--- config.mk ---
export PLATFORM = sky130hd
export DESIGN_NAME = exe_arbiter
export DESIGN_NICKNAME = d
export VERILOG_FILES = /design/src/rtl/exe_arbiter.sv
export SDC_FILE = /design/constraint.sdc
export NUM_CORES = 1
export LEC_CHECK = 0
export BUFFER_PORTS_ARGS = -buffer_cell sky130_fd_sc_hd__buf_2
export CELL_PAD_IN_SITES_DETAIL_PLACEMENT = 0
export CELL_PAD_IN_SITES_GLOBAL_PLACEMENT = 1
export CORE_MARGIN = 3
export CORE_UTILIZATION = 35
export CTS_CLUSTER_DIAMETER = 150
export CTS_CLUSTER_SIZE = 30
export DETAILED_ROUTE_END_ITERATION = 8
export GPL_ROUTABILITY_DRIVEN = 0
export HOLD_SLACK_MARGIN = 0.06
export PLACE_DENSITY_LB_ADDON = 0.1
export SYNTH_ARGS = -nofsm -noshare
export SYNTH_HDL_FRONTEND = slang
export SYNTH_SLANG_ARGS = --single-unit
--- constraint.sdc ---
create_clock -name i_clk -period 4.35 [get_ports i_clk]
set_input_delay 0.87 -clock i_clk [delete_from_list [all_inputs] [get_ports i_clk]]
set_output_delay 0.87 -clock i_clk [all_outputs]
set_load 0.02 [all_outputs]
--- src/rtl/exe_arbiter.sv ---
// exe_arbiter
// Shares one registered execution unit between two requesters. Arbitration is
// round-robin. Each operation runs as accept -> issue -> wait -> respond, and
// only one operation is in flight at a time. The response is held until the
// consumer takes it.
//
// State table
//   IDLE  | grant a requester, latch its operands and id
//   ISSUE | operands presented; the execution unit samples them at cycle end
//   WAIT  | execution unit output is valid; capture it at cycle end
//   RESP  | response held on o_rsp_*; wait for i_rsp_ready
//
// Ports
//   i_clk, i_rsn                      clock, async active-low reset
//   i_reqK_valid/oper/argA/argB       request from port K (K = 0, 1)
//   o_reqK_ready                      accept for port K (IDLE only)
//   o_exe_oper/argA/argB              registered operands to the execution unit
//   i_exe_result/status               registered output of the execution unit
//   o_rsp_valid/id/result/status/err  buffered response
//   i_rsp_ready                       response accept
module exe_arbiter #(
  parameter int m        = 4,
  parameter int n        = 2,
  parameter int OPER_MAX = 2
) (
  input  logic         i_clk,
  input  logic         i_rsn,
  input  logic         i_req0_valid,
  input  logic [n-1:0] i_req0_oper,
  input  logic [m-1:0] i_req0_argA,
  input  logic [m-1:0] i_req0_argB,
  output logic         o_req0_ready,
  input  logic         i_req1_valid,
  input  logic [n-1:0] i_req1_oper,
  input  logic [m-1:0] i_req1_argA,
  input  logic [m-1:0] i_req1_argB,
  output logic         o_req1_ready,
  output logic [n-1:0] o_exe_oper,
  output logic [m-1:0] o_exe_argA,
  output logic [m-1:0] o_exe_argB,
  input  logic [m-1:0] i_exe_result,
  input  logic [3:0]   i_exe_status,
  output logic         o_rsp_valid,
  input  logic         i_rsp_ready,
  output logic         o_rsp_id,
  output logic [m-1:0] o_rsp_result,
  output logic [3:0]   o_rsp_status,
  output logic         o_rsp_err
);

  typedef enum logic [1:0] {
    IDLE  = 2'd0,
    ISSUE = 2'd1,
    WAIT  = 2'd2,
    RESP  = 2'd3
  } state_t;

  state_t       state_q,  state_d;
  logic         rr_q,     rr_d;
  logic         id_q,     id_d;
  logic [n-1:0] oper_q,   oper_d;
  logic [m-1:0] arga_q,   arga_d;
  logic [m-1:0] argb_q,   argb_d;
  logic [m-1:0] result_q, result_d;
  logic [3:0]   status_q, status_d;
  logic         err_q,    err_d;

  logic         gnt0, gnt1;
  logic         ready0, ready1;
  logic [n-1:0] sel_oper;

  // A lone valid wins outright; on contention the rr pointer picks the port.
  assign gnt0 = i_req0_valid & (~i_req1_valid | ~rr_q);
  assign gnt1 = i_req1_valid & (~i_req0_valid |  rr_q);

  assign sel_oper = gnt1 ? i_req1_oper : i_req0_oper;

  always_comb begin
    state_d  = state_q;
    rr_d     = rr_q;
    id_d     = id_q;
    oper_d   = oper_q;
    arga_d   = arga_q;
    argb_d   = argb_q;
    result_d = result_q;
    status_d = status_q;
    err_d    = err_q;
    ready0   = 1'b0;
    ready1   = 1'b0;

    case (state_q)
      IDLE: begin
        // Readies are gated by reset so no port sees an accept while held in reset.
        ready0 = i_rsn & gnt0;
        ready1 = i_rsn & gnt1;
        if (ready0 | ready1) begin
          id_d   = ready1;
          oper_d = sel_oper;
          arga_d = ready1 ? i_req1_argA : i_req0_argA;
          argb_d = ready1 ? i_req1_argB : i_req0_argB;
          if (int'(sel_oper) > OPER_MAX) begin
            // Unsupported opcode: answer directly, the unit never sees it.
            err_d    = 1'b1;
            result_d = '0;
            status_d = '0;
            state_d  = RESP;
          end else begin
            state_d = ISSUE;
          end
        end
      end
      ISSUE: state_d = WAIT;
      WAIT: begin
        result_d = i_exe_result;
        status_d = i_exe_status;
        err_d    = 1'b0;
        state_d  = RESP;
      end
      RESP: begin
        if (i_rsp_ready) begin
          state_d = IDLE;
          rr_d    = ~id_q;
        end
      end
      default: state_d = IDLE;
    endcase
  end

  always_ff @(posedge i_clk or negedge i_rsn) begin
    if (!i_rsn) begin
      state_q  <= IDLE;
      rr_q     <= 1'b0;
      id_q     <= 1'b0;
      oper_q   <= '0;
      arga_q   <= '0;
      argb_q   <= '0;
      result_q <= '0;
      status_q <= '0;
      err_q    <= 1'b0;
    end else begin
      state_q  <= state_d;
      rr_q     <= rr_d;
      id_q     <= id_d;
      oper_q   <= oper_d;
      arga_q   <= arga_d;
      argb_q   <= argb_d;
      result_q <= result_d;
      status_q <= status_d;
      err_q    <= err_d;
    end
  end

  assign o_req0_ready = ready0;
  assign o_req1_ready = ready1;
  assign o_exe_oper   = oper_q;
  assign o_exe_argA   = arga_q;
  assign o_exe_argB   = argb_q;
  assign o_rsp_valid  = (state_q == RESP);
  assign o_rsp_id     = id_q;
  assign o_rsp_result = result_q;
  assign o_rsp_status = status_q;
  assign o_rsp_err    = err_q;

endmodule

==> metrics.txt, run 1 <==
CP Data Arrival Time 2.21 ns; overall power after layout 0.9502 mW; Critical path origin i_req0_valid; launching element type of the critical path input port; Post-Layout Cell Count 200; commonest non-fill, non-tap cell in the layout sky130_fd_sc_hd__buf_2; R2R setup slack 2.46 ns; number of antenna violations at the first check in global routing 0; ANT cells 0; number of max-capacitance violations reported 0; Hold Crit Start o_exe_argA[0]; number of DRC markers in iteration 0 70; classification of the worst setup path input port to output pin; Resize count post-CTS 0; via density per instance 4.750; clock root buffer master sky130_fd_sc_hd__clkbuf_4; top cells by area, synth sky130_fd_sc_hd__dfrtp_1 (53%), sky130_fd_sc_hd__mux2i_1 (10%), sky130_fd_sc_hd__a22o_1 (6.4%); Setup Buffers After CTS 0; Hold Path End o_exe_argA[0]; Worst R2R Start rr_q; count of endpoints failing hold in the final timing report 0; most used cells in the layout excluding fill and tap cells sky130_fd_sc_hd__buf_2 (55), sky130_fd_sc_hd__dfrtp_1 (23), sky130_fd_sc_hd__nand2_1 (12); Final min period 3.083 ns; sink count of the clock tree 23; Residual DRC 0; Detailed Routing Iterations Pass 1 4; leakage 0.8149 nW; Congestion Overflow GR 0; combined flip-flop and latch cell area 575.6 um2; number of core rows 19; multi-input logic area 471.7 um2; layout cell share with drive strength beyond 1 39.87%; number of routed nets with antenna violations 0; number of cell instances on the worst register-to-register path 3; area added between synthesis and finish 31.58%; first-pass GRT wire length 3.953 mm; setup TNS 0 ns; synthesized cell area 1094 um2; Slew HR 23.32%; Post-Syn Nets 138; core footprint 2877 um2; nets@finish 196; RSZ-0062 raised after global routing false; worst hold path cell count 2; portion of the post-synthesis area used by sequential elements 52.63%; clock skew after layout 0.007813 ns; count of pins over their slew limit 0; number of buffers created by CTS 3; die outline height 61.90 um; clock tree from TritonCTS done; layout filler cell count 275; Crit path top cell by count sky130_fd_sc_hd__buf_2; CTS max path bufs 2; maximum number of pins on one net before global-route repair 29; clock edge transition at the registers on the reported setup and hold paths 0.12 ns; Die Outline Area 3831 um2; average size of a mapped cell 10.83 um2; post-synthesis cell type count 23; cell with the biggest individual delay on the critical path sky130_fd_sc_hd__o211ai_1; Initial Util 38.02%; number of primary I/O pins 56; chip width 61.90 um; number of global-route vias before repair 910; critical path cell sequence buf_2, inv_2, o211ai_1, nor2_1, buf_2; insertion delay of the later-clocked pin in the worst-skew pair 0.30 ns; YS warnings 0; power density over the cells 660.4 nW/um2; required arrival time at the worst endpoint 3.48 ns; actual transition at the worst max-transition pin 1.145 ns; area fraction of the dominant cell type after synthesis 52.63%; H-tree depth 1; post-synth top area cell sky130_fd_sc_hd__dfrtp_1; run status finished clean; GR Util All Layers 13.91%; number of register bits inferred by synthesis 23; number of instances in the synthesized netlist 101; final setup violating endpoints 0; IO Port Bufs 55; post-DP HPWL 1.931 mm; highest clock frequency the design can meet 0.3244 GHz; worst hold path type flop to flop; highest fanout seen on the critical path 10; portion of the clock cycle consumed by the worst path in the final layout 70.87%; total number of vias 950; delay of the slowest cell on the worst path 0.89 ns; endpoint type of the worst setup path output pin; IR Drop Worst-Case VDD 0.2884 mV; worst reg2reg endpoint o_exe_argA[2]; total wire length after detailed routing 2.492 mm; number of hold buffers added after cts 0; per-cell routed wire length 12.46 um; Cell Count Post-Placement 196
[power by group]
group / total (mW) / switching (mW) / internal, mW
registers: 0.373 / 0.0607 / 0.313
clock network: 0.0968 / 0.0611 / 0.0357
logic: 0.480 / 0.293 / 0.187
[logic make-up after synthesis]
family | after synthesis | synth area share, %
AO/OA/AOI/OAI | 35 | 21.74
flip-flops | 23 | 52.63
AND/OR/NAND/NOR | 18 | 6.750
multiplexers | 11 | 10.07
buffers and inverters | 10 | 4.233
adder cells (fa/ha/maj) | 4 | 4.577
[registers in the layout, summed over array words and instances, names as in the netlist, 2 cells and up]
name and cells:
o_exe_argA 4, o_exe_argB 4, o_exe_oper 2, o_rsp_result 4, o_rsp_status 4, state_q 2
[how the worst max path moves through the flow]
stage,end,slack [ns],cells after the start
floorplan,o_req1_ready,1.98,4
global placement,o_req1_ready,1.29,5
detailed placement,o_req1_ready,1.24,5
CTS,o_req1_ready,1.23,5
global route,o_req1_ready,1.12,5
finish,o_req1_ready,1.27,5
[synthesized netlist by cell type (all sizes together)]
| cell type | instances |
|---|---|
| nor2b | 2 |
| buf | 2 |
| dfrtp | 23 |
| nand2 | 12 |
| o211a | 1 |
| a31o | 1 |
| inv | 6 |
| mux2i | 11 |
| nor2 | 3 |
| o211ai | 2 |
| a21oi | 5 |
| o22ai | 2 |
| clkbuf | 2 |
| a22o | 8 |
| a31oi | 1 |
| nand3 | 1 |
| ha | 4 |
| o21ai | 15 |
[stage by stage]
stage	util [%]	cell area, um2	hold slack [ns]	setup slack [ns]
floorplan	-	1094	0.5706	1.977
detailed placement	49.11	1413	0.4689	1.236
CTS	50.02	1439	0.4991	1.231
finish	50.02	1439	0.4924	1.267
global route	50.02	1439	0.5306	1.119
global placement	49.11	1413	0.4578	1.295
[area by class of cell]
type | instances | share of cell area (%)
clock buffer | 4 | 1.826
inverter | 6 | 1.565
multi-input combinational | 68 | 32.78
sequential | 23 | 40.00
tap | 42 | 3.652
timing repair buffer | 57 | 20.17
[layer usage]
layer  wire length, um  global-route usage (%)
met1              1092                   16.60
met4                14                   3.030
met2              1231                   24.07
met3               153                   4.959
met5                 0                       0
[critical path: cells and delay by family]
kind | cells | cell delay, ns
buffers and inverters | 3 | 0.38
and+or+nand+nor | 1 | 0.07
AOI/OAI and AO/OA | 1 | 0.89
No activity file was read; power rests on OpenSTA's default activity.
==> run 2: changes to the inputs <==
Settings changed: CORE_UTILIZATION 35 to 32.
Clock period 4.35 ns to 3 ns, I/O delays scaled along.
==> run 2 against run 1 <==
Net effect: critical path depth stayed put; hold slack worse by 0.35 ns; via count is 1.1% lower; setup slack worse by 0.49 ns; non-clock buffer count is 1 higher; core utilization is 4.0 points lower; first-iteration DRC count is 66% lower; global-route usage is 1.5 points lower; critical endpoint is now o_req0_ready; highest routed layer unchanged.
==> metrics.txt, run 2 (synthesis results as in run 1) <==
GR Util All Layers 12.38%; highest fanout seen on the critical path 17; setup TNS 0 ns; IR Drop Worst-Case VDD 0.3971 mV; core footprint 3153 um2; Congestion Overflow GR 0; multi-input logic area 471.7 um2; final setup violating endpoints 0; portion of the clock cycle consumed by the worst path in the final layout 74.08%; insertion delay of the later-clocked pin in the worst-skew pair 0.30 ns; endpoint type of the worst setup path output pin; per-cell routed wire length 11.83 um; Cell Count Post-Placement 199; number of max-capacitance violations reported 0; count of pins over their slew limit 0; Initial Util 34.68%; post-DP HPWL 1.938 mm; launching element type of the critical path input port; count of endpoints failing hold in the final timing report 0; Crit path top cell by count sky130_fd_sc_hd__buf_2; chip width 64.46 um; clock edge transition at the registers on the reported setup and hold paths 0.13 ns; classification of the worst setup path input port to output pin; actual transition at the worst max-transition pin 0.3568 ns; via density per instance 4.631; Residual DRC 0; die outline height 64.46 um; CP Data Arrival Time 1.62 ns; cell class contributing the biggest share of worst-path delay buffers and inverters; RSZ-0062 raised after global routing false; delay of the slowest cell on the worst path 0.29 ns; number of antenna violations at the first check in global routing 0; worst hold path type input port to async pin; Setup Buffers After CTS 0; overall power after layout 1.366 mW; number of DRC markers in iteration 0 24; IO Port Bufs 55; CTS max path bufs 2; combined flip-flop and latch cell area 575.6 um2; H-tree depth 1; required arrival time at the worst endpoint 2.40 ns; cell with the biggest individual delay on the critical path sky130_fd_sc_hd__buf_4; Detailed Routing Iterations Pass 1 3; first-pass GRT wire length 4.015 mm; clock skew after layout 0.004734 ns; Final min period 2.222 ns; ANT cells 0; nets@finish 197; maximum number of pins on one net before global-route repair 21; most used cells in the layout excluding fill and tap cells sky130_fd_sc_hd__buf_2 (55), sky130_fd_sc_hd__dfrtp_1 (23), sky130_fd_sc_hd__nand2_1 (12); clock tree from TritonCTS done; number of core rows 20; highest clock frequency the design can meet 0.4500 GHz; number of routed nets with antenna violations 0; number of buffers created by CTS 3; sink count of the clock tree 23; number of global-route vias before repair 929; total number of vias 940; total wire length after detailed routing 2.401 mm; critical path cell sequence buf_2, buf_4, nand3_1, a21oi_1, buf_2; layout cell share with drive strength beyond 1 40.88%; Buffers & Inverters on Critical Path 3; commonest non-fill, non-tap cell in the layout sky130_fd_sc_hd__buf_2; clock root buffer master sky130_fd_sc_hd__clkbuf_4; number of hold buffers added after cts 0; run status finished clean; Resize count post-CTS 0; area added between synthesis and finish 32.61%; power density over the cells 942.1 nW/um2; Die Outline Area 4155 um2; number of primary I/O pins 56; leakage 0.8220 nW; Slew HR 75.53%; layout filler cell count 331; Post-Layout Cell Count 203
-- run 2: cell type report --
type	instances	share of cell area, %
multi-input combinational	68	32.53
sequential	23	39.69
clock buffer	3	1.553
tap	44	3.796
timing repair buffer	58	20.53
clock inverter	1	0.3451
inverter	6	1.553
-- run 2: through the flow --
step | hold slack [ns] | cell area, um2 | worst slack (ns) | util (%)
final | 0.1399 | 1450 | 0.7776 | 45.99
after global routing | 0.1345 | 1450 | 0.6081 | 45.99
after CTS | 0.1392 | 1450 | 0.7411 | 45.99
after detailed placement | 0.4681 | 1423 | 0.7368 | 45.12
after global placement | 0.4599 | 1423 | 0.7588 | 45.12
after floorplan | 0.3044 | 1094 | 1.167 | -
-- run 2: per-layer routing --
layer / vias to the layer above / GRT usage [%] / part of all wire [%]
met5: - / 0 / 0
met3: 2 / 3.466 / 8.2
met1: 427 / 15.05 / 45
met4: 0 / 5.541 / 0.79
li1: 477 / - / -
met2: 34 / 20.36 / 46
-- run 2: power breakdown --
part           switching (mW)  leakage, nW  internal, mW  total (mW)
registers              0.0834        0.286         0.453       0.537
clock network          0.0904       0.0177        0.0497       0.140
logic                   0.419        0.518         0.271       0.689
-- run 2: path summary, 6_finish.rpt --
check,from,to,slack (ns),depth (start not counted)
max in group asynchronous,i_rsn,o_rsp_status[0],2.37,2
min in group i_clk,o_exe_argA[0],o_exe_argA[0],0.49,2
worst min-delay path,i_rsn,rr_q,0.14,1
worst max-delay path,i_rsn,o_req0_ready,0.78,5
worst max register to register,rr_q,o_rsp_status[0],1.29,4
worst min register to register,o_exe_argA[0],o_exe_argA[0],0.49,2
